$ cat config.mk
export PLATFORM = sky130hd
export DESIGN_NAME = instruction_sequencer
export DESIGN_NICKNAME = d
export VERILOG_FILES = /design/src/rtl/seq_pkg.sv /design/src/rtl/seq_decode.sv /design/src/rtl/instruction_sequencer.sv
export SDC_FILE = /design/constraint.sdc
export NUM_CORES = 1
export LEC_CHECK = 0
export CAP_MARGIN = 40
export CORE_UTILIZATION = 38
export DETAILED_ROUTE_END_ITERATION = 6
export PLACE_DENSITY = 0.95
export SLEW_MARGIN = 0
export SYNTH_ARGS = -nofsm -noshare
export SYNTH_HDL_FRONTEND = slang
export SYNTH_SLANG_ARGS = --single-unit
$ cat constraint.sdc
create_clock -name clock -period 4.5 [get_ports clock]
set_input_delay 0.45 -clock clock [delete_from_list [all_inputs] [get_ports clock]]
set_output_delay 0.45 -clock clock [all_outputs]
set_load 0.005 [all_outputs]
$ cat src/rtl/seq_pkg.sv
// seq_pkg -- shared definitions for the relay-computer microsequencer.
//   state_t     : sequencer states (HALT, fetch F0/F1, execute EX0, GOTO J0..J5)
//   REG_*       : register-file indices used by ld/sel strobes
//   *_MASK/MATCH: opcode class recognisers
//   ctl_t       : program-control, address-select and memory strobes
package seq_pkg;

    localparam int         NREGS_DEF       = 8;
    localparam logic [7:0] HALT_OPCODE_DEF = 8'hAE;

    localparam logic [2:0] REG_A  = 3'd0;
    localparam logic [2:0] REG_B  = 3'd1;
    localparam logic [2:0] REG_C  = 3'd2;
    localparam logic [2:0] REG_D  = 3'd3;
    localparam logic [2:0] REG_M1 = 3'd4;
    localparam logic [2:0] REG_M2 = 3'd5;
    localparam logic [2:0] REG_X  = 3'd6;
    localparam logic [2:0] REG_Y  = 3'd7;

    localparam logic [7:0] MOV_MASK    = 8'hC0;
    localparam logic [7:0] MOV_MATCH   = 8'h00;
    localparam logic [7:0] SETAB_MASK  = 8'hC0;
    localparam logic [7:0] SETAB_MATCH = 8'h40;
    localparam logic [7:0] ALU_MASK    = 8'hF0;
    localparam logic [7:0] ALU_MATCH   = 8'h80;
    localparam logic [7:0] LOAD_MASK   = 8'hFC;
    localparam logic [7:0] LOAD_MATCH  = 8'h90;
    localparam logic [7:0] STORE_MASK  = 8'hFC;
    localparam logic [7:0] STORE_MATCH = 8'h98;
    localparam logic [7:0] GOTO_MASK   = 8'hC0;
    localparam logic [7:0] GOTO_MATCH  = 8'hC0;

    typedef enum logic [3:0] {
        HALT, F0, F1, EX0, J0, J1, J2, J3, J4, J5
    } state_t;

    typedef struct packed {
        logic ld_j1;
        logic ld_j2;
        logic ld_inst;
        logic ld_pc;
        logic ld_inc;
        logic ld_xy;
        logic sel_m;
        logic sel_xy;
        logic sel_j;
        logic sel_pc;
        logic sel_inc;
        logic imm_en;
        logic mem_read;
        logic mem_write;
    } ctl_t;

    function automatic logic op_is(input logic [7:0] op, input logic [7:0] mask,
                                   input logic [7:0] match);
        return (op & mask) == match;
    endfunction

    // An empty condition field means "always"; otherwise any selected flag term fires.
    function automatic logic goto_taken(input logic [3:0] cond, input logic z,
                                        input logic c, input logic s);
        return (cond == 4'b0000) | (cond[3] & s) | (cond[2] & c)
             | (cond[1] & z) | (cond[0] & ~z);
    endfunction

endpackage

$ cat src/rtl/seq_decode.sv
// seq_decode -- purely combinational state/opcode decoder for the sequencer.
//   i_state       : current sequencer state
//   i_inst        : Inst register contents
//   i_run         : run level, consulted only when an instruction finishes
//   i_flag_z/c/s  : condition flags, consulted in the state before J5
//   o_next_state  : state for the next clock
//   o_ld / o_sel  : one-hot register-file load / bus-select strobes
//   o_ctl         : program-control, address-select and memory strobes
//   o_alu_fn      : ALU function code
//   o_imm_data    : sign-extended SETAB immediate
//   o_halted      : high in HALT
//   o_illegal     : high in EX0 for an undefined opcode
module seq_decode
    import seq_pkg::*;
#(
    parameter int         NREGS       = NREGS_DEF,
    parameter logic [7:0] HALT_OPCODE = HALT_OPCODE_DEF
) (
    input  state_t           i_state,
    input  logic [7:0]       i_inst,
    input  logic             i_run,
    input  logic             i_flag_z,
    input  logic             i_flag_c,
    input  logic             i_flag_s,
    output state_t           o_next_state,
    output logic [NREGS-1:0] o_ld,
    output logic [NREGS-1:0] o_sel,
    output ctl_t             o_ctl,
    output logic [2:0]       o_alu_fn,
    output logic [7:0]       o_imm_data,
    output logic             o_halted,
    output logic             o_illegal
);

    localparam logic [NREGS-1:0] ONE = NREGS'(1);

    logic   w_link;
    logic   w_taken;
    state_t w_done_state;

    assign w_link       = i_inst[5];
    assign w_taken      = goto_taken(i_inst[3:0], i_flag_z, i_flag_c, i_flag_s);
    assign w_done_state = i_run ? F0 : HALT;

    always_comb begin
        o_next_state = HALT;
        o_ld         = '0;
        o_sel        = '0;
        o_ctl        = '0;
        o_alu_fn     = 3'b000;
        o_imm_data   = 8'h00;
        o_halted     = 1'b0;
        o_illegal    = 1'b0;

        case (i_state)
            HALT: begin
                o_halted     = 1'b1;
                o_next_state = i_run ? F0 : HALT;
            end
            F0: begin
                o_ctl.sel_pc   = 1'b1;
                o_ctl.ld_inc   = 1'b1;
                o_ctl.mem_read = 1'b1;
                o_ctl.ld_inst  = 1'b1;
                o_next_state   = F1;
            end
            F1: begin
                o_ctl.sel_inc = 1'b1;
                o_ctl.ld_pc   = 1'b1;
                // A GOTO's first execute cycle is J0 itself; that is what gives
                // the 6/7/8-clock jump latencies instead of one more for EX0.
                o_next_state  = op_is(i_inst, GOTO_MASK, GOTO_MATCH) ? J0 : EX0;
            end
            EX0: begin
                o_next_state = w_done_state;
                if (i_inst == HALT_OPCODE) begin
                    o_next_state = HALT;
                end else if (op_is(i_inst, MOV_MASK, MOV_MATCH)) begin
                    o_sel = ONE << i_inst[2:0];
                    o_ld  = ONE << i_inst[5:3];
                end else if (op_is(i_inst, SETAB_MASK, SETAB_MATCH)) begin
                    o_ctl.imm_en = 1'b1;
                    o_imm_data   = {{3{i_inst[4]}}, i_inst[4:0]};
                    o_ld         = ONE << (i_inst[5] ? REG_B : REG_A);
                end else if (op_is(i_inst, ALU_MASK, ALU_MATCH)) begin
                    o_alu_fn = i_inst[2:0];
                    o_ld     = ONE << (i_inst[3] ? REG_D : REG_A);
                end else if (op_is(i_inst, LOAD_MASK, LOAD_MATCH)) begin
                    o_ctl.sel_m    = 1'b1;
                    o_ctl.mem_read = 1'b1;
                    o_ld           = ONE << i_inst[1:0];
                end else if (op_is(i_inst, STORE_MASK, STORE_MATCH)) begin
                    o_ctl.sel_m     = 1'b1;
                    o_ctl.mem_write = 1'b1;
                    o_sel           = ONE << i_inst[1:0];
                end else begin
                    o_illegal = 1'b1;
                end
            end
            J0: begin
                o_ctl.sel_pc   = 1'b1;
                o_ctl.ld_inc   = 1'b1;
                o_ctl.mem_read = 1'b1;
                o_ctl.ld_j1    = 1'b1;
                o_next_state   = J1;
            end
            J1: begin
                o_ctl.sel_inc = 1'b1;
                o_ctl.ld_pc   = 1'b1;
                o_next_state  = J2;
            end
            J2: begin
                o_ctl.sel_pc   = 1'b1;
                o_ctl.ld_inc   = 1'b1;
                o_ctl.mem_read = 1'b1;
                o_ctl.ld_j2    = 1'b1;
                o_next_state   = J3;
            end
            J3: begin
                o_ctl.sel_inc = 1'b1;
                o_ctl.ld_pc   = 1'b1;
                // Without a link, J3 is the state before J5 and decides the branch.
                if (w_link)       o_next_state = J4;
                else if (w_taken) o_next_state = J5;
                else              o_next_state = w_done_state;
            end
            J4: begin
                // PC already points past the target bytes: that is the return address.
                o_ctl.sel_inc = 1'b1;
                o_ctl.ld_xy   = 1'b1;
                o_next_state  = w_taken ? J5 : w_done_state;
            end
            J5: begin
                o_ctl.sel_j  = 1'b1;
                o_ctl.ld_pc  = 1'b1;
                o_next_state = w_done_state;
            end
            default: o_next_state = HALT;
        endcase
    end

endmodule

$ cat src/rtl/instruction_sequencer.sv
// instruction_sequencer -- microsequencer for the relay-computer datapath.
// Holds only the state flop; every strobe is a Moore decode of state + inst.
//   clock, reset_n     : clock, asynchronous active-low reset (to HALT)
//   run                : leaving HALT / continuing after an instruction needs run=1
//   inst               : Inst register contents
//   flagZ/flagC/flagS  : condition flags for GOTO
//   ld, sel            : one-hot register-file load / bus-select strobes
//   ldJ1..ldXY         : program-control loads
//   selM..selINC       : address-bus source selects
//   aluFunctionCode    : ALU function
//   immEn, immData     : SETAB immediate onto the data bus
//   memRead, memWrite  : memory strobes
//   halted, illegal    : status
module instruction_sequencer
    import seq_pkg::*;
#(
    parameter int         NREGS       = NREGS_DEF,
    parameter logic [7:0] HALT_OPCODE = HALT_OPCODE_DEF
) (
    input  logic             clock,
    input  logic             reset_n,
    input  logic             run,
    input  logic [7:0]       inst,
    input  logic             flagZ,
    input  logic             flagC,
    input  logic             flagS,
    output logic [NREGS-1:0] ld,
    output logic [NREGS-1:0] sel,
    output logic             ldJ1,
    output logic             ldJ2,
    output logic             ldInst,
    output logic             ldPC,
    output logic             ldINC,
    output logic             ldXY,
    output logic             selM,
    output logic             selXY,
    output logic             selJ,
    output logic             selPC,
    output logic             selINC,
    output logic [2:0]       aluFunctionCode,
    output logic             immEn,
    output logic [7:0]       immData,
    output logic             memRead,
    output logic             memWrite,
    output logic             halted,
    output logic             illegal
);

    state_t r_state;
    state_t w_next_state;
    ctl_t   w_ctl;

    // Reset forces HALT, whose decode is all-zero strobes, so the strobes
    // drop as soon as reset_n falls rather than at the next edge.
    always_ff @(posedge clock or negedge reset_n) begin
        if (!reset_n) r_state <= HALT;
        else          r_state <= w_next_state;
    end

    seq_decode #(
        .NREGS       (NREGS),
        .HALT_OPCODE (HALT_OPCODE)
    ) u_decode (
        .i_state      (r_state),
        .i_inst       (inst),
        .i_run        (run),
        .i_flag_z     (flagZ),
        .i_flag_c     (flagC),
        .i_flag_s     (flagS),
        .o_next_state (w_next_state),
        .o_ld         (ld),
        .o_sel        (sel),
        .o_ctl        (w_ctl),
        .o_alu_fn     (aluFunctionCode),
        .o_imm_data   (immData),
        .o_halted     (halted),
        .o_illegal    (illegal)
    );

    assign ldJ1     = w_ctl.ld_j1;
    assign ldJ2     = w_ctl.ld_j2;
    assign ldInst   = w_ctl.ld_inst;
    assign ldPC     = w_ctl.ld_pc;
    assign ldINC    = w_ctl.ld_inc;
    assign ldXY     = w_ctl.ld_xy;
    assign selM     = w_ctl.sel_m;
    assign selXY    = w_ctl.sel_xy;
    assign selJ     = w_ctl.sel_j;
    assign selPC    = w_ctl.sel_pc;
    assign selINC   = w_ctl.sel_inc;
    assign immEn    = w_ctl.imm_en;
    assign memRead  = w_ctl.mem_read;
    assign memWrite = w_ctl.mem_write;

endmodule

After elaboration in Yosys (flattened, before gate mapping)
Index checks and enable logic that the tools add are counted.
Cells by class
  equality and inequality tests: 15
  shift operators: 5
  multiplexer cells: 63
  bitwise operators: 9
  reduce and logical (&&, ||, !) cells: 7
Operator list (number)
  8-bit two-way mux: 17
  4-bit case mux with 9 select lines: 1
  1-bit by 3-bit left shift with 8-bit output (first input constant): 4
  1-bit two-way mux: 30
  3-bit two-way mux: 8
  4-bit by 3-bit == test with 1-bit output (second input constant): 4
  4-bit == test (second input constant): 3
  6-bit == test (second input constant): 2
  4-bit two-way mux: 3
  4-bit by 2-bit == test with 1-bit output (second input constant): 2
  8-bit == test (second input constant): 1
  4-bit logical NOT: 2
  8-bit logical NOT: 1
  4-bit OR reduction: 2
  1-bit by 2-bit left shift with 8-bit output (first input constant): 1
  2-bit two-way mux: 3
  1-bit bitwise AND: 4
  4-bit by 1-bit == test with 1-bit output (second input constant): 1
  1-bit bitwise OR: 4
  3-bit OR reduction: 1
  2-bit by 1-bit == test with 1-bit output (second input constant): 1
  2-bit == test (second input constant): 1
  1-bit case mux with 2 select lines: 1
  2-bit OR reduction: 1
  1-bit NOT: 1
Storage, ports and cells
  register bits after elaboration: 4
  input port bits: 14
  output and inout port bits: 43
  logic and storage cells: 100

Longest topological paths before layout
Gate-level depths: netlist of the first run.
  depth in word-level cells: 8
  gate-level depth with buffers: 6

By module
From an unflattened synthesis of the first run, not the netlist that was laid out.
Unflattened totals
  cell total of the unflattened synthesis: 132
  area, all modules: 877.1 µm²
By module, submodules not included
  seq_decode: instances 1, cells each 128, area an instance 777.0 µm²
  instruction_sequencer: instances 1, cells each 4, area an instance 100.1 µm²

Worst setup path after synthesis of the first run
Ideal clock, no wire load.
  path kind: input port to output port
  start: input port inst[5]
  end: output port ld[0]
  data arrival time: 1.801 ns
  data required time: 4.050 ns
  path slack: 2.249 ns
  cell stages on the path: 4
  cells stage by stage: clkbuf_1 or4_4 o311a_1 a2111oi_2
On the way
  longest elaborated chain between the ends: 7
  elaborated cells on any way between the ends: 12
RTL lines
  start: declaration: line instruction_sequencer.sv:23  | input logic [7:0] inst,
  6-bit == test: line seq_pkg.sv:56  | return (op & mask) == match;
  8-bit two-way mux: line seq_decode.sv:88  | end else if (op_is(i_inst, LOAD_MASK, LOAD_MATCH)) begin
  8-bit two-way mux: line seq_decode.sv:85  | end else if (op_is(i_inst, ALU_MASK, ALU_MATCH)) begin
  8-bit two-way mux: line seq_decode.sv:81  | end else if (op_is(i_inst, SETAB_MASK, SETAB_MATCH)) begin
  8-bit two-way mux: line seq_decode.sv:78  | end else if (op_is(i_inst, MOV_MASK, MOV_MATCH)) begin
  8-bit two-way mux *: line seq_decode.sv:76  | if (i_inst == HALT_OPCODE) begin
  8-bit two-way mux *: line seq_decode.sv:55  | case (i_state)
  end: declaration: line instruction_sequencer.sv:27  | output logic [NREGS-1:0] ld,
Mark *: on every way between the ends. The rest lies on a longest branch, timed or not.

Final worst setup path of the first run
  start: input port inst[2]
  end: output port ld[0]
Same word-level chain as after synthesis.

==> results of run 1 <==
## power groups by stage
stage / clock (µW) / sequential, µW / combinational, µW
after floorplan: 0 / 59.8 / 194
after detailed placement: 0 / 97.1 / 292
after global routing: 50.1 / 103 / 320
after CTS: 46.6 / 97.0 / 293
after global placement: 0 / 95.1 / 287
final: 45.2 / 98.4 / 293
## Yosys cell counts
master,count,area (µm²)
or3_1,3,18.8
a2bb2oi_1,1,8.76
buf_4,6,45.0
o2111ai_1,1,8.76
dfrtp_1,4,100
inv_1,4,15.0
nor3_1,11,55.1
a2111oi_2,1,15.0
or2b_1,1,7.51
or4_1,1,7.51
and2_2,1,7.51
nand4b_1,1,8.76
o311a_1,1,10.0
a211oi_1,2,15.0
or4b_1,1,10.0
o31ai_2,1,12.5
o21ai_0,5,25.0
nand2b_4,1,13.8
and3_1,1,6.26
xor2_1,1,8.76
o22ai_1,1,6.26
a22oi_1,1,7.51
o22a_2,1,10.0
buf_6,1,11.3
clkbuf_1,6,22.5
nor3b_1,1,7.51
nor2_1,20,75.1
xnor2_1,1,8.76
a21oi_1,4,20.0
and2_0,1,6.26
mux2i_1,1,10.0
nor2b_1,3,18.8
nand3_1,2,10.0
a31oi_1,2,12.5
nand2b_1,6,37.5
and4bb_2,1,12.5
o211ai_1,1,7.51
a22o_1,1,8.76
o31ai_1,1,7.51
nand2_1,10,37.5
buf_2,4,20.0
or4_4,1,11.3
and2_1,7,43.8
nor4_1,1,6.26
conb_1,1,3.75
## layer usage
layer | part of all wire, % | global-route usage [%]
met4 | 1.4 | 7.84
met2 | 49 | 38.0
met5 | 0 | 0
met1 | 43 | 26.1
met3 | 7.0 | 3.77
## worst max path at each step
stage	to	slack, ns	cells after the start
3_3_place_gp	ld[0]	1.16	6
4_1_cts	ld[0]	1.12	6
2_1_floorplan	ld[0]	2.25	4
3_5_place_dp	ld[0]	1.13	6
6_report	ld[0]	1.12	6
5_1_grt	ld[0]	0.98	6
## critical path, stage by stage
cell and delay (ns):
clkdlybuf4s50_1 0.56, nand2b_1 0.26, or4_4 0.46, o311a_1 0.32
a2111oi_2 0.30, clkdlybuf4s50_1 0.56
## cells by family (layout without fill, tap and decap cells)
logic type | Yosys count | count (layout) | synth area share (%)
mux | 1 | 1 | 1.22
xor+xnor | 2 | 2 | 2.13
other cells | 1 | 1 | 0.456
simple gates | 74 | 74 | 48.9
flops | 4 | 4 | 12.2
compound gates | 24 | 24 | 21.3
buf+inv | 21 | 62 | 13.8
## final cells by class
| class | count | area, µm² |
|---|---|---|
| clock buffer | 3 | 22.5 |
| sequential | 4 | 100 |
| multi-input combinational | 102 | 608 |
| inverter | 4 | 15.0 |
| tap | 27 | 33.8 |
| fill | 171 | 672 |
| timing repair buffer | 55 | 551 |
## through the flow
stage | area (µm²) | utilization, % | hold slack [ns]
6_report | 1330 | 66.4 | 0.419
5_1_grt | 1330 | 66.4 | 0.421
4_1_cts | 1330 | 66.4 | 0.417
3_5_place_dp | 1310 | 65.3 | 0.674
3_3_place_gp | 1310 | 65.3 | 0.659
2_1_floorplan | 822 | - | 0.154
==> reports/qor.yml, run 1 <==
antenna_left: 0
ff2ff_setup_slack_ns: 2.98
arrival_ns: 2.93
dr.first_iter.drc_count: 34
drt_wl_total_mm: 2.60
syn_avg_cell_area_um2: 6.47
cts_tree: "yes"
portBuffers: 55
tns_ns: 0
cap_viol_max_count: 0
clkSinkCount: 4
core_um2: 2000
seq_power_share_pct: 22.5
grt_overflow_total: 0
r2r.worst_path.cells: 4
fin_crit_ns: 3.38
fin_nets: 184
rsz0062_at_grt: "no"
clkPwrFrac_pct: 10.3
crit_fanout: 10
dp.cells: 192
p_leak_uw: 0.000468
pin_count: 57
cts_made_buffers: 3
initial_utilization_pct: 41.1
ys_types: 45
hpwl_mm: 1.97
worstSetupStartpoint: "inst[2]"
timing.slew.headroom_pct: 64.9
gp_congestion: 0.898
internal_power_uw: 255
syn_nets: 141
top_regs: "r_state: 4 flops"
hold_class: "input port to async pin"
power_frac_comb_pct: 67.1
worst_slack_ns: 1.12
cts_resized: 0
final_cells: 195
final_common_cell: "clkdlybuf4s50_1"
yosysSeqAreaShare_pct: 12.2
vias_per_cell: 5.46
wl_per_cell_um: 13.3
outcome: "complete, no violations"
hold_buffers: 0
crit_path_start_kind: "input port"
cts_buffer_depth: 2
clk_latency_ns: 0.24
antenna_found_initial: 0
required_ns: 4.05
fmax_mhz: 296
max-vdd-ir-drop_mv: 0.218
setup_violations: 0
die_area_um2: 2350
grt_pass1_vias: 915
htree_levels: 1
synth_cells: 127
fin_crit_sh_pct: 75.0
area_growth_pct: 61.8
grt_pass1_wl_mm: 4.08
final_cell_mix: "clkdlybuf4s50_1 (55), nor2_1 (20), nor3_1 (11)"
fin_total_pwr_uw: 437
route.detailed.drc: 0
switching_share_pct: 41.6
yosysWarnings: 0
timing.rr.start: "r_state[3]"
path_class: "input port to primary output"
regMostFlops: "r_state"
cp-end-kind: "primary output"
r2r_end: "r_state[0]"
drv_slew: 0
clock_skew_ns: 0.00614
synth_area_um2: 822
fp.dieW_um: 48.5
post_cts_buffers: 0
diodes: 0
num_vias: 1064
grt_usage_pct: 21.6
rows: 16
path_clk_slew_ns: 0.04
drive_gt1_share_pct: 5.95
grt_max_degree: 14
die_h_um: 48.5
hold_viol_final: 0
dp_slack_ns: 1.13
largest_reg_flops: 4
cts_root_buf: "clkbuf_4"
first_pass_iters: 4
p_per_area_nw_per_um2: 328
synth-seq-cells: 4
worstMarginPinSlew_ns: 0.523
p_switching_uw: 182
Power figures use the tool's default switching activity.
==> run 2: changes to the inputs <==
--- a/config.mk
+++ b/config.mk
@@ -6,9 +6,9 @@
 export NUM_CORES = 1
 export LEC_CHECK = 0
 export CAP_MARGIN = 40
-export CORE_UTILIZATION = 38
+export CORE_UTILIZATION = 35
 export DETAILED_ROUTE_END_ITERATION = 6
-export PLACE_DENSITY = 0.95
+export PLACE_DENSITY = 0.89
 export SLEW_MARGIN = 0
 export SYNTH_ARGS = -nofsm -noshare
 export SYNTH_HDL_FRONTEND = slang
==> constraint.sdc (replaced) <==
create_clock -name clock -period 3.4 [get_ports clock]
set_input_delay 0.34 -clock clock [delete_from_list [all_inputs] [get_ports clock]]
set_output_delay 0.34 -clock clock [all_outputs]
set_load 0.005 [all_outputs]
==> reports/qor.yml, run 2 (synthesis gave the netlist of run 1 again) <==
die_area_um2: 2550
pin_count: 57
cp-end-kind: "primary output"
cap_viol_max_count: 0
timing.slew.headroom_pct: 65.5
htree_levels: 1
r2r_end: "r_state[0]"
crit_path_start_kind: "input port"
internal_power_uw: 343
p_switching_uw: 242
switching_share_pct: 41.4
rsz0062_at_grt: "no"
worstMarginPinSlew_ns: 0.514
clock_skew_ns: 0.00856
drive_gt1_share_pct: 9.71
die_h_um: 50.5
path_buf_inv: 3
grt_max_degree: 14
cts_resized: 0
path_clk_slew_ns: 0.04
cts_buffer_depth: 2
wl_per_cell_um: 13.7
post_cts_buffers: 0
p_per_area_nw_per_um2: 423
multiInputGateArea_um2: 608
slowest_stage: "or4b_1"
worst_slack_ns: 0.415
drv_slew: 0
final_cells: 203
seq_power_share_pct: 21.7
arrival_ns: 2.64
clk_latency_ns: 0.24
final_common_cell: "clkdlybuf4s50_1"
hold_class: "input port to async pin"
largest_reg_flops: 4
portBuffers: 55
max-vdd-ir-drop_mv: 0.317
fin_crit_ns: 2.98
top_regs: "r_state: 4 flops"
p_leak_uw: 0.000502
critPathMostFrequentCell: "clkdlybuf4s50_1"
setup_violations: 0
core_um2: 2210
fp.dieW_um: 50.5
fin_crit_sh_pct: 87.8
fmax_mhz: 335
route.detailed.drc: 0
cts_made_buffers: 3
timing.rr.start: "r_state[3]"
clkSinkCount: 4
antenna_left: 0
required_ns: 3.06
vias_per_cell: 5.35
fillCellCount: 206
clkPwrFrac_pct: 10.4
initial_utilization_pct: 37.2
grt_pass1_wl_mm: 4.40
antenna_found_initial: 0
cp_top_family: "buffers and inverters"
hpwl_mm: 2.19
dp.cells: 200
area_growth_pct: 68.3
hold_viol_final: 0
grt_usage_pct: 22.1
whs_ns: 0.303
gp_congestion: 0.932
hold_buffers: 0
drt_wl_total_mm: 2.79
outcome: "complete, no violations"
final_cell_mix: "clkdlybuf4s50_1 (55), nor2_1 (20), nor3_1 (11)"
fin_nets: 191
rows: 17
power_frac_comb_pct: 68.0
cts_tree: "yes"
first_pass_iters: 4
path_class: "input port to primary output"
dr.first_iter.drc_count: 16
dp_slack_ns: 0.426
crit_chain: "clkdlybuf4s50_1 > buf_4 > or2b_1 > o31ai_2 > or4b_1 > nor3_1 > clkdlybuf4s50_1"
regArea_um2: 100
cts_root_buf: "clkbuf_4"
r2r.worst_path.cells: 4
crit_fanout: 9
grt_overflow_total: 0
regMostFlops: "r_state"
max_stage_delay_ns: 0.56
diodes: 0
tns_ns: 0
ff2ff_setup_slack_ns: 1.87
num_vias: 1086
grt_pass1_vias: 970
-- run 2: changes by cell type in the layout (fill, tap and decap cells not counted) --
cell,before,now
buf_4,0,7
-- run 2: how the worst max path moves through the flow --
| stage | startpoint | end | slack [ns] | depth (start not counted) |
|---|---|---|---|---|
| detailed placement | inst[4] | ld[0] | 0.43 | 6 |
| global placement | inst[4] | ld[0] | 0.45 | 6 |
| floorplan | inst[5] | ld[0] | 1.37 | 4 |
| finish | inst[4] | sel[0] | 0.42 | 7 |
| global route | inst[1] | sel[0] | 0.29 | 6 |
| CTS | inst[4] | sel[0] | 0.41 | 7 |
-- run 2: power groups by stage --
| stage | logic (µW) | clock network [µW] | registers [µW] |
|---|---|---|---|
| 2_1_floorplan | 256 | 0 | 79.2 |
| 3_3_place_gp | 390 | 0 | 124 |
| 3_5_place_dp | 399 | 0 | 127 |
| 4_1_cts | 400 | 63.0 | 127 |
| 5_1_grt | 435 | 64.3 | 135 |
| 6_report | 398 | 60.8 | 127 |
-- run 2: area by class of cell --
| type | instances | area share [%] |
|---|---|---|
| clock buffers | 3 | 1.63 |
| multi-input cells | 102 | 43.9 |
| well taps | 28 | 2.53 |
| inverters | 4 | 1.08 |
| flip-flops and latches | 4 | 7.23 |
| repair buffers | 62 | 43.6 |
-- run 2: metrics by stage --
| stage | power (µW) | cell area [µm²] | utilization [%] |
|---|---|---|---|
| 6_report | 585 | 1380 | 62.6 |
| 5_1_grt | 635 | 1380 | 62.6 |
| 4_1_cts | 590 | 1380 | 62.6 |
| 3_5_place_dp | 526 | 1360 | 61.5 |
| 3_3_place_gp | 514 | 1360 | 61.5 |
| 2_1_floorplan | 335 | 822 | - |
-- run 2: metal layers --
layer  share of wire, %  track usage (%)  up-vias
met2                 50             38.2       60
met3                8.4             2.73        6
met5                  0                0        -
li1                   -                -      540
met4                1.1             7.87        0
met1                 40             27.7      480
==> run 3: changes to the inputs <==
--- a/config.mk
+++ b/config.mk
@@ -5,6 +5,7 @@
 export SDC_FILE = /design/constraint.sdc
 export NUM_CORES = 1
 export LEC_CHECK = 0
+export ABC_CLOCK_PERIOD_IN_PS = 3400
 export CAP_MARGIN = 40
 export CORE_UTILIZATION = 35
 export DETAILED_ROUTE_END_ITERATION = 6
==> results of run 3 <==
Final layout, timing and power as in run 2 (identical DEF).
